## config.mk

```make
export PLATFORM = sky130hd
export DESIGN_NAME = aes_out_serializer
export DESIGN_NICKNAME = d
export VERILOG_FILES = /design/src/rtl/aes_out_serializer.sv
export SDC_FILE = /design/constraint.sdc
export NUM_CORES = 1
export LEC_CHECK = 0
export ABC_AREA = 1
export CORE_MARGIN = 1
export CORE_UTILIZATION = 57
export CTS_CLUSTER_DIAMETER = 200
export DETAILED_ROUTE_END_ITERATION = 8
export DONT_BUFFER_PORTS = 1
export HOLD_SLACK_MARGIN = 0.15
export PLACE_DENSITY = 0.76
export SETUP_SLACK_MARGIN = 0.15
export SLEW_MARGIN = 40
export SYNTH_ARGS = -nofsm -noshare
export SYNTH_HDL_FRONTEND = slang
export SYNTH_SLANG_ARGS = --single-unit
```

## constraint.sdc

```tcl
create_clock -name clk -period 8 [get_ports clk]
set_input_delay 1.6 -clock clk [delete_from_list [all_inputs] [get_ports clk]]
set_output_delay 1.6 -clock clk [all_outputs]
set_load 0.05 [all_outputs]
```

## src/rtl/aes_out_serializer.sv

```systemverilog
// aes_out_serializer: output stage after the AES round pipeline.
// Each 130-bit result {valid, type, block} arrives as a one-cycle strobe with
// no backpressure. The block is buffered in a DEPTH-entry FIFO and sent as four
// 32-bit words, most significant word first, on a valid/ready port.
// Blocks that arrive while the FIFO is full are dropped, and a sticky overflow
// flag records the drop.
// Optional feature: define AES_OUT_DROP_CNT_EN to add a saturating 16-bit
// count of dropped blocks on the drop_cnt output.
//
// Handshake: a word moves when o_valid && o_ready at the rising clock edge.
// While o_valid is high and o_ready is low, o_data, o_type and o_last stay
// unchanged. o_valid does not depend on o_ready.
module aes_out_serializer #(
  parameter int DEPTH = 4,
  parameter int AW    = 2
) (
  input  logic          clk,
  input  logic          rst,
  input  logic          vin,
  input  logic          tin,
  input  logic [127:0]  din,
  output logic          o_valid,
  input  logic          o_ready,
  output logic [31:0]   o_data,
  output logic          o_type,
  output logic          o_last,
  output logic          full,
  output logic [AW:0]   count,
  output logic          overflow
`ifdef AES_OUT_DROP_CNT_EN
  ,
  output logic [15:0]   drop_cnt
`endif
);

  localparam logic [AW:0] FULL_CNT = (AW + 1)'(DEPTH);

  // Each entry holds {type, data}.
  logic [128:0]  mem [DEPTH];
  logic [AW-1:0] wr_ptr;
  logic [AW-1:0] rd_ptr;
  logic [1:0]    idx;
  logic [128:0]  head;
  logic          xfer;
  logic          pop;
  logic          push;
  logic          drop;

  // Decode the handshake, the pop of the last word, and whether to accept or drop the input block.
  always_comb begin
    xfer = o_valid & o_ready;
    pop  = xfer & (idx == 2'd3);
    // The slot freed by a pop in this cycle can take the arriving block.
    push = vin & ((count != FULL_CNT) | pop);
    drop = vin & ~push;
  end

  // Select the current word of the head entry. The outputs are forced to zero when the FIFO is empty.
  always_comb begin
    head    = mem[rd_ptr];
    o_valid = (count != '0);
    full    = (count == FULL_CNT);
    o_data  = '0;
    o_type  = 1'b0;
    o_last  = 1'b0;
    if (o_valid) begin
      o_type = head[128];
      o_last = (idx == 2'd3);
      case (idx)
        2'd0:    o_data = head[127:96];
        2'd1:    o_data = head[95:64];
        2'd2:    o_data = head[63:32];
        default: o_data = head[31:0];
      endcase
    end
  end

  // Storage array write. It needs no reset because the pointers and the count decide which entries are live.
  always_ff @(posedge clk) begin
    if (push) mem[wr_ptr] <= {tin, din};
  end

  // Pointers, word index, occupancy and the sticky overflow flag.
  always_ff @(posedge clk) begin
    if (rst) begin
      wr_ptr   <= '0;
      rd_ptr   <= '0;
      idx      <= '0;
      count    <= '0;
      overflow <= 1'b0;
    end else begin
      if (push) wr_ptr <= wr_ptr + 1'b1;
      // The 2-bit index wraps from 3 back to 0 on the last word.
      if (xfer) idx <= idx + 1'b1;
      if (pop)  rd_ptr <= rd_ptr + 1'b1;
      if (push && !pop)      count <= count + 1'b1;
      else if (pop && !push) count <= count - 1'b1;
      if (drop) overflow <= 1'b1;
    end
  end

`ifdef AES_OUT_DROP_CNT_EN
  // Saturating count of dropped blocks. Only reset clears it.
  always_ff @(posedge clk) begin
    if (rst)                             drop_cnt <= '0;
    else if (drop && drop_cnt != 16'hFFFF) drop_cnt <= drop_cnt + 16'd1;
  end
`endif

endmodule

```

==> results.md, run 1 <==
* Most frequent CP cell: nand2_1
* Clock slew at reported path FFs at 0.06 ns
* Initial core utilization at 57.7%
* Post-synthesis sequential area ratio at 70.6%
* Grt ovf at 0
* Hold Violations, Final at 0
* Drt drc at 0
* Required time of the critical path at 6.40 ns
* Slowest-stage cell, CP: buf_4
* Post-Route WL at 50.7 mm
* Total setup buffers inserted after CTS at 0
* #FFs+latches synth at 528
* Post-synth EDFFs at 516
* Final nets at 2170
* Vias in the first global route at 13.9k
* Final Setup Violations at 0
* Logic gate share of total power at 13.9%
* Worst Hold Class: flip-flop to flip-flop
* Largest net degree at the start of global routing at 132
* Worst r2r dst: mem[1][25]
* Wire per inst at 19.7 um
* RR Startpoint: count[0]
* RSZ-0062 raised after global routing: false
* Share of cells above drive strength 1 at 6.12%
* Multi-input gate area at 5060 um2
* Synth Net Count at 2201
* Max Clock Skew at 0.0115 ns
* Commonest non-fill, non-tap cell in the layout: nand2_1
* Top FF cell, synth: edfxtp_1
* Final worst-path cycle share at 64.4%
* CTS Hold Bufs at 0
* DP HPWL at 28.4 mm
* Antenna violations before repair at 1
* Post-cts resize count at 0
* Worst skew pair latency at 0.59 ns
* Cell internal pwr at 4.64 mW
* Via count at 13.9k
* Detail Route Antenna Nets at 0
* CP endpoint kind: output pin
* FILL cells at 2860
* NetSw at 1.73 mW
* Global-route wire length before repair at 76.2 mm
* H-tree depth at 2
* Diode count at 0
* Clk sinks at 528
* Slew Limit Headroom at 44.7%
* Vias per cell at 5.40
* Input/output buffers at 0
* Synth Instances at 2057
* Syn Area/Cell at 10.8 um2
* Sequential cell area at 15700 um2
* Highest Clock Rate at 194 MHz
* Pwr dens at 262 nW/um2
* Total of max-cap violations at 0
* Switching part of the total at 27.1%
* Longest Clk Path Bufs at 3
* Layout area overhead at 8.75%
* Synth cell types at 21
* GR Util All Layers at 25.8%
* Post-Syn Area at 22300 um2
* Synth warn at 0
* Die X at 200 um
* Post-route minimum period at 5.15 ns
* Clk pwr share at 34.2%
* WHS at 0.519 ns
* Tightest Pin Transition at 0.830 ns
* R2R cell count at 7
* Crit Path Class: flip-flop to output pin
* Die height at 200 um
* Drt pass-1 iters at 7
* Ports at 173
* Root Buffer: clkbuf_16
* Setup TNS at 0 ns
* Worst hold start: rd_ptr[1]
* VDD IR max at 0.218 mV
* Cells along the critical path: buf_4 -> buf_4 -> nand3_1 -> nand2_1 -> nand2_1 -> nand2_1 -> nor2_1 -> nor2_2
* Num CTS Buffers at 52
* Outcome: finished, final reports clean
* R2r setup slk at 4.22 ns
* Iter 0 DRT Violations at 1103
* Worst Path Arrival at 3.55 ns
* Commonest cells after routing, fill and taps aside: nand2_1 (584), edfxtp_1 (516), inv_1 (275)
* Part of the power in registers at 51.9%
* Die ar. at 39900 um2
* CP max FO at 56
* Core Region at 38600 um2
* Ys async rst share at 0%
* Row cnt at 72
* Critical Path Max Stage Delay at 0.65 ns
* P_leak at 9.78 nW
* Max-slew violation count at 0
* CP startpoint kind: flip-flop
* Routability congestion estimate at 0.773
* WHS Path Cells at 2
* CTS tree: yes
[power groups by stage]
stage                     Combinational, mW  Sequential, mW  Clock [mW]
after global placement                0.830            3.35           0
final                                 0.886            3.30        2.18
after global routing                  0.955            3.31        2.31
after floorplan                       0.614            3.38           0
after CTS                             0.880            3.30        2.21
after detailed placement              0.877            3.36           0
[logic make-up (layout without fill, tap and decap cells)]
logic type | Yosys count | after routing | synth area share [%]
and+or+nand+nor | 990 | 990 | 18.0
buffers and inverters | 380 | 383 | 7.47
AOI/OAI and AO/OA | 146 | 146 | 3.28
DFF | 528 | 528 | 70.6
xor gates and xnor gates | 2 | 2 | 0.0786
adders and majority gates | 11 | 11 | 0.651
[cells in the mapped netlist, types with 10 or more instances]
library cell / number / share of area, %
buf_6: 18 / 0.91
nor2_1: 175 / 2.9
o21ai_1: 51 / 1.1
o21ai_0: 84 / 1.9
inv_1: 275 / 4.6
edfxtp_1: 516 / 69
buf_4: 10 / 0.34
nand2_1: 585 / 9.8
clkbuf_1: 20 / 0.34
a21oi_1: 11 / 0.25
ha_1: 10 / 0.56
nand3_1: 228 / 5.1
dfxtp_1: 12 / 1.1
buf_2: 51 / 1.1
[per-layer routing]
layer	track usage, %	up-vias	part of all wire (%)
met5	0	-	0
met2	43.9	462	49
li1	-	6681	-
met4	10.9	0	3.4
met3	7.16	86	9.1
met1	31.0	6694	39
[critical path, delay by kind of cell (launching register included)]
kind | cells | cell delay [ns]
AND/OR/NAND/NOR | 6 | 1.06
flip-flops | 1 | 0.59
buffers and inverters | 2 | 1.28
[layout make-up]
| cell class | instances | area share (%) |
|---|---|---|
| clock buffer | 68 | 5.61 |
| sequential | 528 | 64.9 |
| timing repair buffer | 18 | 1.08 |
| tap | 518 | 2.67 |
| inverter | 277 | 4.34 |
| multi-input combinational | 1149 | 20.9 |
| clock inverter | 20 | 0.521 |
[worst max path at each step]
stage	to	start	slack, ns	cells after the start
4_1_cts	o_data[19]	flip-flop	2.53	8
3_3_place_gp	o_data[12]	flip-flop	2.82	9
3_5_place_dp	o_data[19]	flip-flop	3.14	8
2_1_floorplan	mem[0][0]	o_ready	0.01	4
5_1_grt	o_data[17]	flip-flop	2.67	8
6_report	o_data[22]	flip-flop	2.85	8
[metrics by stage]
| step | total power, mW | worst slack, ns | util [%] | cell area (um2) | cells |
|---|---|---|---|---|---|
| CTS | 6.39 | 2.53 | 62.6 | 24200 | 2576 |
| global route | 6.58 | 2.67 | 62.8 | 24300 | 2578 |
| floorplan | 3.99 | 0.0127 | - | 22300 | 2057 |
| finish | 6.36 | 2.85 | 62.8 | 24300 | 2578 |
| global placement | 4.18 | 2.82 | 58.3 | 22500 | 2486 |
| detailed placement | 4.23 | 3.14 | 58.7 | 22700 | 2488 |
[registers in the layout, summed over array words and instances (netlist names), named ones only]
name	cells
idx	2
overflow	1
mem	516
wr_ptr	2
count	3
rd_ptr	2
(Power assumes the default switching activity.)
==> inputs of run 2 (changes only) <==
Settings changed: CORE_UTILIZATION 57 to 63, PLACE_DENSITY 0.76 to 0.8.
Clock period 8 ns to 5 ns, I/O delays scaled along.
==> run 2 against run 1 <==
Flip-flop and latch count is the same. Clock skew grew 0.0063 ns. Largest cell class unchanged. Via count rose by 4.5%. Global-route usage grew 3.4 points. Combinational power grew 72%. Worst hold slack worse by 0.037 ns. Register-to-register slack got worse by 2.3 ns. Sequential share of layout area decreased by 0.45 points. Cell count decreased by 0.89%. Non-clock buffer count rose by 35. Total power rose by 64%. Die area is 9.4% lower.
==> results.md, run 2 (synthesized netlist as in run 1, its figures left out) <==
* Outcome: finished, final reports clean
* NetSw at 2.80 mW (+62%)
* Finished Layout Cells at 2555 (-0.89%)
* Worst Hold Class: input pin to flip-flop
* Antenna violations before repair at 0 (-1)
* DP HPWL at 29.8 mm (+4.9%)
* Worst hold start: rst
* Tightest Pin Transition at 0.877 ns (+0.0475 ns)
* Row cnt at 68 (-5.6%)
* WHS Endpoint: overflow
* WHS Path Cells at 1 (-1)
* R2R cell count at 7 (unchanged)
* Largest register FFs at 516 (unchanged)
* Grt ovf at 0 (unchanged)
* RR Startpoint: count[0]
* FILL cells at 2280 (-20%)
* Regs by FF count: mem (516), count (3)
* WHS at 0.482 ns (-0.0369 ns)
* Die X at 190 um (-4.8%)
* Vias in the first global route at 14.4k (+3.0%)
* Ports at 173 (unchanged)
* Slowest-stage cell, CP: inv_6
* Largest register by flop count: mem
* Routability congestion estimate at 0.815 (+5.4%)
* Critical Path Max Stage Delay at 0.50 ns (-0.15 ns)
* CTS tree: yes
* R2r setup slk at 1.92 ns (-2.30 ns)
* Slew Limit Headroom at 41.5% (-3.2 points)
* Logic gate share of total power at 14.5% (+0.6 points)
* P_leak at 10.0 nW (+2.2%)
* Final nets at 2204 (+1.6%)
* Required time of the critical path at 4.00 ns (-2.40 ns)
* Die height at 190 um (-4.8%)
* Final worst slack at 0.915 ns (-1.93 ns)
* Cells along the critical path: inv_6 -> buf_12 -> nand2_1 -> nand3_1 -> nand3_1 -> nand2_1 -> nor2_1 -> nor2_1 -> buf_4
* RSZ-0062 raised after global routing: false
* Longest Clk Path Bufs at 3 (unchanged)
* Drt pass-1 iters at 5 (-2)
* CP startpoint kind: flip-flop
* Max Clock Skew at 0.0177 ns (+0.00629 ns)
* Largest net degree at the start of global routing at 133 (+0.76%)
* Crit path buf inv count at 3 (+1)
* Clock slew at reported path FFs at 0.06 ns (about the same)
* Initial core utilization at 64.2% (+6.5 points)
* Post-Route WL at 51.8 mm (+2.2%)
* Commonest cells after routing, fill and taps aside: nand2_1 (584), edfxtp_1 (516), inv_1 (275)
* Worst Path Arrival at 3.09 ns (-0.46 ns)
* Final worst-path cycle share at 81.7%
* Final Setup Violations at 0 (unchanged)
* Input/output buffers at 0 (unchanged)
* Die ar. at 36200 um2 (-9.4%)
* VDD IR max at 0.324 mV (+49%)
* CP max FO at 116 (+110%)
* Post-cts resize count at 0 (unchanged)
* Share of cells above drive strength 1 at 6.52% (+0.41 points)
* Final core occ at 70.4% (+7.6 points)
* Wire per inst at 20.3 um (+3.1%)
* Inst Count DP at 2462 (-1.0%)
* Worst r2r dst: mem[2][114]
* Iter 0 DRT Violations at 1540 (+40%)
* Worst skew pair latency at 0.58 ns (about the same)
* Clk sinks at 528 (unchanged)
* Pwr dens at 428 nW/um2 (+63%)
* CP endpoint kind: output pin
* Detail Route Antenna Nets at 0 (unchanged)
* H-tree depth at 2 (unchanged)
* Vias per cell at 5.70 (+5.5%)
* Total setup buffers inserted after CTS at 0 (unchanged)
* Pre-CTS WS at 1.61 ns (-1.53 ns)
* Diode count at 0 (unchanged)
* Commonest non-fill, non-tap cell in the layout: nand2_1
* Total of max-cap violations at 0 (unchanged)
* Cell internal pwr at 7.65 mW (+65%)
* Root Buffer: clkbuf_16
* Setup TNS at 0 ns (unchanged)
* CTS Hold Bufs at 0 (unchanged)
* Critical path's top delay family: buffers and inverters
* Clk pwr share at 35.0% (+0.8 points)
* Hold Violations, Final at 0 (unchanged)
* Core Region at 34700 um2 (-10%)
* Switching part of the total at 26.8% (-0.32 points)
* Part of the power in registers at 50.5% (-1.4 points)
* Via count at 14.6k (+4.5%)
* Post-route minimum period at 4.09 ns
* Global-route wire length before repair at 79.2 mm (+3.9%)
* Crit Path Class: flip-flop to output pin
* Highest Clock Rate at 245 MHz
* Drt drc at 0 (unchanged)
* Max-slew violation count at 0 (unchanged)
* Num CTS Buffers at 51 (-1.9%)
* GR Util All Layers at 29.2% (+3.4 points)
* Layout area overhead at 9.50%
[run 2: cell types whose count changed in the layout (fill, tap and decap cells not counted), sizes merged]
cell / before / now
clkinvlp: 0 / 4
bufinv: 1 / 3
buf: 18 / 53
inv: 278 / 277
[run 2: final cells by class]
cell class / count / area, um2 / area share (%)
flip-flops and latches: 528 / 15700 / 64.5
multi-input cells: 1149 / 4960 / 20.3
clock buffers: 68 / 1380 / 5.66
inverters: 277 / 1050 / 4.31
well taps: 455 / 569 / 2.33
repair buffers: 53 / 518 / 2.12
clock inverters: 25 / 200 / 0.820
[run 2: metal layers]
layer / share of wire, % / track usage [%] / up-vias
met5: 0 / 0 / -
met4: 4.0 / 13.0 / 0
met3: 9.7 / 5.81 / 115
met2: 49 / 48.2 / 773
met1: 38 / 37.7 / 6916
li1: - / - / 6752
[run 2: how the worst max path moves through the flow]
stage | cells past startpoint | endpoint | from
after floorplan | 4 | mem[0][0] | count[0]
after global placement | 10 | o_data[27] | flip-flop
after detailed placement | 10 | o_data[27] | flip-flop
after CTS | 9 | o_data[22] | flip-flop
after global routing | 9 | o_data[11] | flip-flop
final | 9 | o_data[13] | flip-flop
[run 2: power groups by stage]
stage | registers, mW | clock network (mW) | logic, mW
final | 5.28 | 3.66 | 1.52
after global routing | 5.30 | 3.85 | 1.62
after global placement | 5.35 | 0 | 1.47
after CTS | 5.28 | 3.69 | 1.51
after detailed placement | 5.37 | 0 | 1.50
after floorplan | 5.38 | 0 | 0.985
[run 2: metrics by stage]
step	total power [mW]	cell area [um2]
floorplan	6.36	22300
global placement	6.82	22800
detailed placement	6.87	22800
CTS	10.5	24400
global route	10.8	24400
finish	10.5	24400
